--- src/rtl/uart_rx_lm.sv ---
// uart_rx_lm: 8-bit LSB-first UART receiver with optional even parity and framing/break detection.
// Strobes fire the cycle after the stop-bit mid-sample.
module uart_rx_lm #(
  parameter int CLKS_PER_BIT = 434,
  parameter bit PARITY_EN    = 1
) (
  input  logic       clk,
  input  logic       rst,
  input  logic       rx,
  output logic [7:0] UART_data,
  output logic       UART_data_valid,
  output logic [1:0] UART_errors,
  output logic       UART_errors_valid
);
  localparam logic [15:0] HALF = 16'((CLKS_PER_BIT - 1) / 2);
  localparam logic [15:0] LAST = 16'(CLKS_PER_BIT - 1);
  typedef enum logic [2:0] {IDLE, START, DATA, PARITY, STOP, BREAK} state_t;
  state_t      r_state, w_next;
  logic        r_rx_meta, r_rx_s, r_rx_prev;
  logic [2:0]  r_fill;
  logic [15:0] r_cnt;
  logic [2:0]  r_bit;
  logic [7:0]  r_shift;
  logic        r_par_err;
  logic        w_fall, w_tick;
  // edge detection stays disarmed until the synchronizer holds real line values after reset
  assign w_fall = r_fill[2] & r_rx_prev & ~r_rx_s;
  assign w_tick = r_cnt == ((r_state == START) ? HALF : LAST);
  always_comb begin
    w_next = r_state;
    case (r_state)
      IDLE:    w_next = w_fall ? START : IDLE;
      START:   w_next = !w_tick ? START : (r_rx_s ? IDLE : DATA);
      DATA:    w_next = (w_tick && r_bit == 3'd7) ? (PARITY_EN ? PARITY : STOP) : DATA;
      PARITY:  w_next = w_tick ? STOP : PARITY;
      STOP:    w_next = !w_tick ? STOP : (r_rx_s ? IDLE : BREAK);
      BREAK:   w_next = r_rx_s ? IDLE : BREAK;
      default: w_next = IDLE;
    endcase
  end
  always_ff @(posedge clk) begin
    if (rst) begin
      r_state           <= IDLE;
      r_rx_meta         <= 1'b1;
      r_rx_s            <= 1'b1;
      r_rx_prev         <= 1'b1;
      r_fill            <= '0;
      r_cnt             <= '0;
      r_bit             <= '0;
      r_shift           <= '0;
      r_par_err         <= 1'b0;
      UART_data         <= '0;
      UART_data_valid   <= 1'b0;
      UART_errors       <= '0;
      UART_errors_valid <= 1'b0;
    end else begin
      r_state           <= w_next;
      r_rx_meta         <= rx;
      r_rx_s            <= r_rx_meta;
      r_rx_prev         <= r_rx_s;
      r_fill            <= {r_fill[1:0], 1'b1};
      r_cnt             <= (r_state == IDLE || r_state == BREAK || w_tick) ? '0 : r_cnt + 16'd1;
      UART_data_valid   <= 1'b0;
      UART_errors_valid <= 1'b0;
      if (r_state == START) begin
        r_bit     <= '0;
        r_par_err <= 1'b0;
      end
      if (r_state == DATA && w_tick) begin
        r_shift <= {r_rx_s, r_shift[7:1]};
        r_bit   <= r_bit + 3'd1;
      end
      if (r_state == PARITY && w_tick) r_par_err <= ^r_shift ^ r_rx_s;
      if (r_state == STOP && w_tick) begin
        UART_errors       <= {~r_rx_s, r_par_err};
        UART_errors_valid <= 1'b1;
        if (r_rx_s && !r_par_err) begin
          UART_data       <= r_shift;
          UART_data_valid <= 1'b1;
        end
      end
    end
  end
endmodule

--- config.mk ---
export PLATFORM = sky130hd
export DESIGN_NAME = uart_rx_lm
export DESIGN_NICKNAME = d
export VERILOG_FILES = /design/src/rtl/uart_rx_lm.sv
export SDC_FILE = /design/constraint.sdc
export NUM_CORES = 1
export LEC_CHECK = 0
export ABC_AREA = 1
export CORE_MARGIN = 1
export CORE_UTILIZATION = 40
export CTS_CLUSTER_DIAMETER = 200
export CTS_CLUSTER_SIZE = 20
export DETAILED_ROUTE_END_ITERATION = 10
export PLACE_DENSITY = 0.56
export SYNTH_ARGS = -nofsm -noshare
export SYNTH_HDL_FRONTEND = slang
export SYNTH_SLANG_ARGS = --single-unit
--- constraint.sdc ---
create_clock -name clk -period 2.2 [get_ports clk]
set_clock_uncertainty 0.15 [all_clocks]
set_input_delay 0.44 -clock clk [delete_from_list [all_inputs] [get_ports clk]]
set_output_delay 0.44 -clock clk [all_outputs]
set_load 0.05 [all_outputs]
==> run_results.csv <==
group,metric,value,unit
synthesis,synth_area,0.00221,mm²
cts,cts_max_path_buffers,2,
synthesis,synth-seq-area-share,44.3,%
setup_path,critical_path_class,"reg -> out",
cells_and_area,fill_cells,556,
timing,hold_viol_final,0,
cts,tritoncts,"yes",
setup_path,crit_path_cell_trace,"clkdlybuf4s50_1",
synthesis,ys_dominant_reg_cell,"dfxtp_1",
power_and_ir_drop,powerDensity,612,mW/mm²
cells_and_area,final_layout_size_suffix_gt1_share,9.79,%
synthesis,synth_edf_count,0,
cells_and_area,regArea,981,µm²
timing,rsz0062_at_grt,"false",
timing,fmax,493,MHz
cells_and_area,multi_input_area,0.00104,mm²
route,drtPass1Iterations,4,
cells_and_area,finalInstanceArea,0.00259,mm²
timing,worstMarginPinSlew,0.492,ns
cts,clockRootBuffer,"clkbuf_8",
floorplanning,rows,26,
global_route,antenna_found_initial,0,
timing,setup_viol,0,
timing,period_needed,2.03,ns
route,drt_iter0_drc,81,
cts,clk_pin_slew_worst_paths,0.09,ns
synthesis,yosysWarnings,0,
cts,cts_sinks,49,
route,postRouteAntennaNets,0,
timing,tns,0,ns
cells_and_area,diodes,0,
cts,cts_setup_buffers,0,
placement,portBuffers,14,
global_route,gr-total-overflow,0,
route,drcViolationCount,0,
placement,place_congestion,0.830,
floorplanning,die_area,0.00583,mm²
setup_path,arrival,1.44,ns
cts,ctsHoldBuffers,0,
setup_path,start_kind,"register",
synthesis,synth_nets,318,
timing,final_max_slew_viol_count,0,
setup_path,crit_buf_inv,1,
floorplanning,die_h,76.4,µm
setup_path,crit_family,"buffers and inverters",
global_route,grt.total_usage,16.1,%
synthesis,syn_inst,312,
route,vias,1895,
timing,relSlewSlack,67.1,%
power_and_ir_drop,leakagePower,1.02,nW
cts,numCtsBuffers,5,
floorplanning,die_x,76.4,µm
setup_path,cp.required,1.61,ns
route,wl,4.22,mm
placement,dpl.hpwl,3.17,mm
cts,worstSkewPairLatency,0.30,ns
run_status,status,"finished, final reports clean",
floorplanning,start_util,42.5,%
job,max_cap_violations,0,
route,routed_via_density,4.66,
synthesis,synth_cell_type_count,30,
synthesis,async_flop_share,0,%
synthesis,avgSynthCellArea,7.09,µm²
placement,dp_slack,0.269,ns
timing,min_period_over_period,92.2,%
synthesis,ys_ff_latch,49,
global_route,grt_first_pass_wirelength,7.54,mm
global_route,first_global_vias,1685,
global_route,grt_max_degree,17,
setup_path,crit_fanout,2,
hold_path,hold_path_class,"reg -> reg",
cts,htree_levels,2,
floorplanning,core_area,0.00520,mm²
route,wl_per_cell,10.4,µm
cells_and_area,nets,342,
cts,ctsResizeCount,0,
setup_path,end_kind,"output port",
power_and_ir_drop,peakVddDrop,304,µV
setup_path,max_stage_delay,0.80,ns
placement,postPlaceCellArea,0.00248,mm²
floorplanning,num_io_pins,15,
timing,setup_ws,0.173,ns
setup_path,cp_slowest_cell,"clkdlybuf4s50_1",
cells_and_area,syn2layout_area_growth,17.1,%
registers in the layout, indices dropped and copies added, names as in the netlist:
register,count
UART_data_valid,1
UART_data,8
r_fill,3
UART_errors,2
UART_errors_valid,1
r_rx_prev,1
r_state,3
r_bit,3
r_cnt,16
r_rx_s,1
r_shift,8
r_rx_meta,1
r_par_err,1
cells in the final DEF, fill, tap and decap left out:
| cell type | synthesis | final |
|---|---|---|
| a21boi_0 | 1 | 1 |
| a21oi_1 | 23 | 23 |
| a31oi_1 | 2 | 2 |
| and3_1 | 1 | 1 |
| buf_4 | 0 | 9 |
| bufinv_16 | 0 | 1 |
| clkbuf_1 | 3 | 1 |
| clkbuf_8 | 0 | 6 |
| clkdlybuf4s50_1 | 0 | 14 |
| dfxtp_1 | 49 | 49 |
| ha_1 | 3 | 3 |
| inv_1 | 39 | 39 |
| inv_2 | 3 | 3 |
| nand2_1 | 70 | 70 |
| nand2_2 | 3 | 3 |
| nand2_4 | 1 | 1 |
| nand3_1 | 14 | 14 |
| nand3_2 | 1 | 1 |
| nand3_4 | 1 | 1 |
| nand4_1 | 8 | 8 |
| nor2_1 | 49 | 49 |
| nor2_2 | 4 | 4 |
| nor3_1 | 10 | 10 |
| nor3_2 | 1 | 1 |
| nor3_4 | 1 | 1 |
| nor3b_1 | 2 | 2 |
| o21a_1 | 2 | 2 |
| o21ai_0 | 10 | 10 |
| o21ai_1 | 2 | 2 |
| or2_2 | 2 | 2 |
| xnor2_1 | 1 | 1 |
| xor2_1 | 3 | 3 |
power breakdown:
group	total, W	leakage (nW)	internal, W	switching, W
Combinational	0.0000347	0.562	0.0000139	0.0000208
Sequential	0.000893	0.396	0.000891	0.00000224
Clock	0.000657	0.0585	0.000371	0.000287
metal layers:
metal	wire, µm	GRT usage (%)	vias up	share of wire, %
met3	152	4.31	5	3.6
met1	2370	23.3	824	56
met4	51	5.77	0	1.2
met2	1650	22.8	26	39
li1	-	-	1040	-
met5	0	0	-	0
worst paths after layout:
path | from | to | slack [ns] | cells past startpoint
worst max-delay path | UART_errors[1]$_SDFFE_PP0P_ | UART_errors[1] | 0.17 | 1
worst min-delay path | r_rx_meta$_SDFF_PP1_ | r_rx_s$_SDFF_PP1_ | 0.26 | 1
worst max register to register | r_cnt[11]$_SDFF_PP0_ | r_cnt[15]$_SDFF_PP0_ | 0.39 | 10
worst min register to register | r_rx_meta$_SDFF_PP1_ | r_rx_s$_SDFF_PP1_ | 0.26 | 1
stage by stage:
step	hold slack [ns]	total power, W	std cells	utilization [%]
after floorplan	0.238	0.000935	312	-
final	0.264	0.00159	407	49.8
after CTS	0.265	0.00161	407	49.8
after global placement	0.241	0.000949	399	47.6
after global routing	0.286	0.00166	407	49.8
after detailed placement	0.244	0.000949	399	47.6
cell families (layout without fill, tap and decap cells):
family / after synthesis / count (layout) / synth area share (%)
AO/OA/AOI/OAI: 40 / 40 / 9.50
XOR/XNOR: 4 / 4 / 1.58
adder cells (fa/ha/maj): 3 / 3 / 1.70
buffers and inverters: 48 / 73 / 8.59
flip-flops: 49 / 49 / 44.3
AND/OR/NAND/NOR: 168 / 168 / 34.3
area by class of cell:
cell class	count	area share (%)
multi-input cells	215	40.2
inverters	42	6.08
repair buffers	23	8.01
clock buffers	7	3.33
clock inverters	1	1.16
flip-flops and latches	49	37.8
well taps	70	3.38
cell usage after synthesis (all sizes together), types with 2 or more instances:
| master | count | area share [%] |
|---|---|---|
| xor2 | 3 | 1.2 |
| nand3 | 16 | 4.4 |
| nand2 | 74 | 13 |
| or2 | 2 | 0.57 |
| ha | 3 | 1.7 |
| nor3b | 2 | 0.68 |
| a21oi | 23 | 5.2 |
| nor3 | 12 | 3.4 |
| dfxtp | 49 | 44 |
| nand4 | 8 | 2.3 |
| a31oi | 2 | 0.57 |
| clkbuf | 3 | 0.51 |
| buf | 3 | 0.96 |
| o21a | 2 | 0.68 |
| o21ai | 12 | 2.7 |
| nor2 | 53 | 9.4 |
| inv | 42 | 7.1 |
No activity file was read; power rests on OpenSTA's default activity.
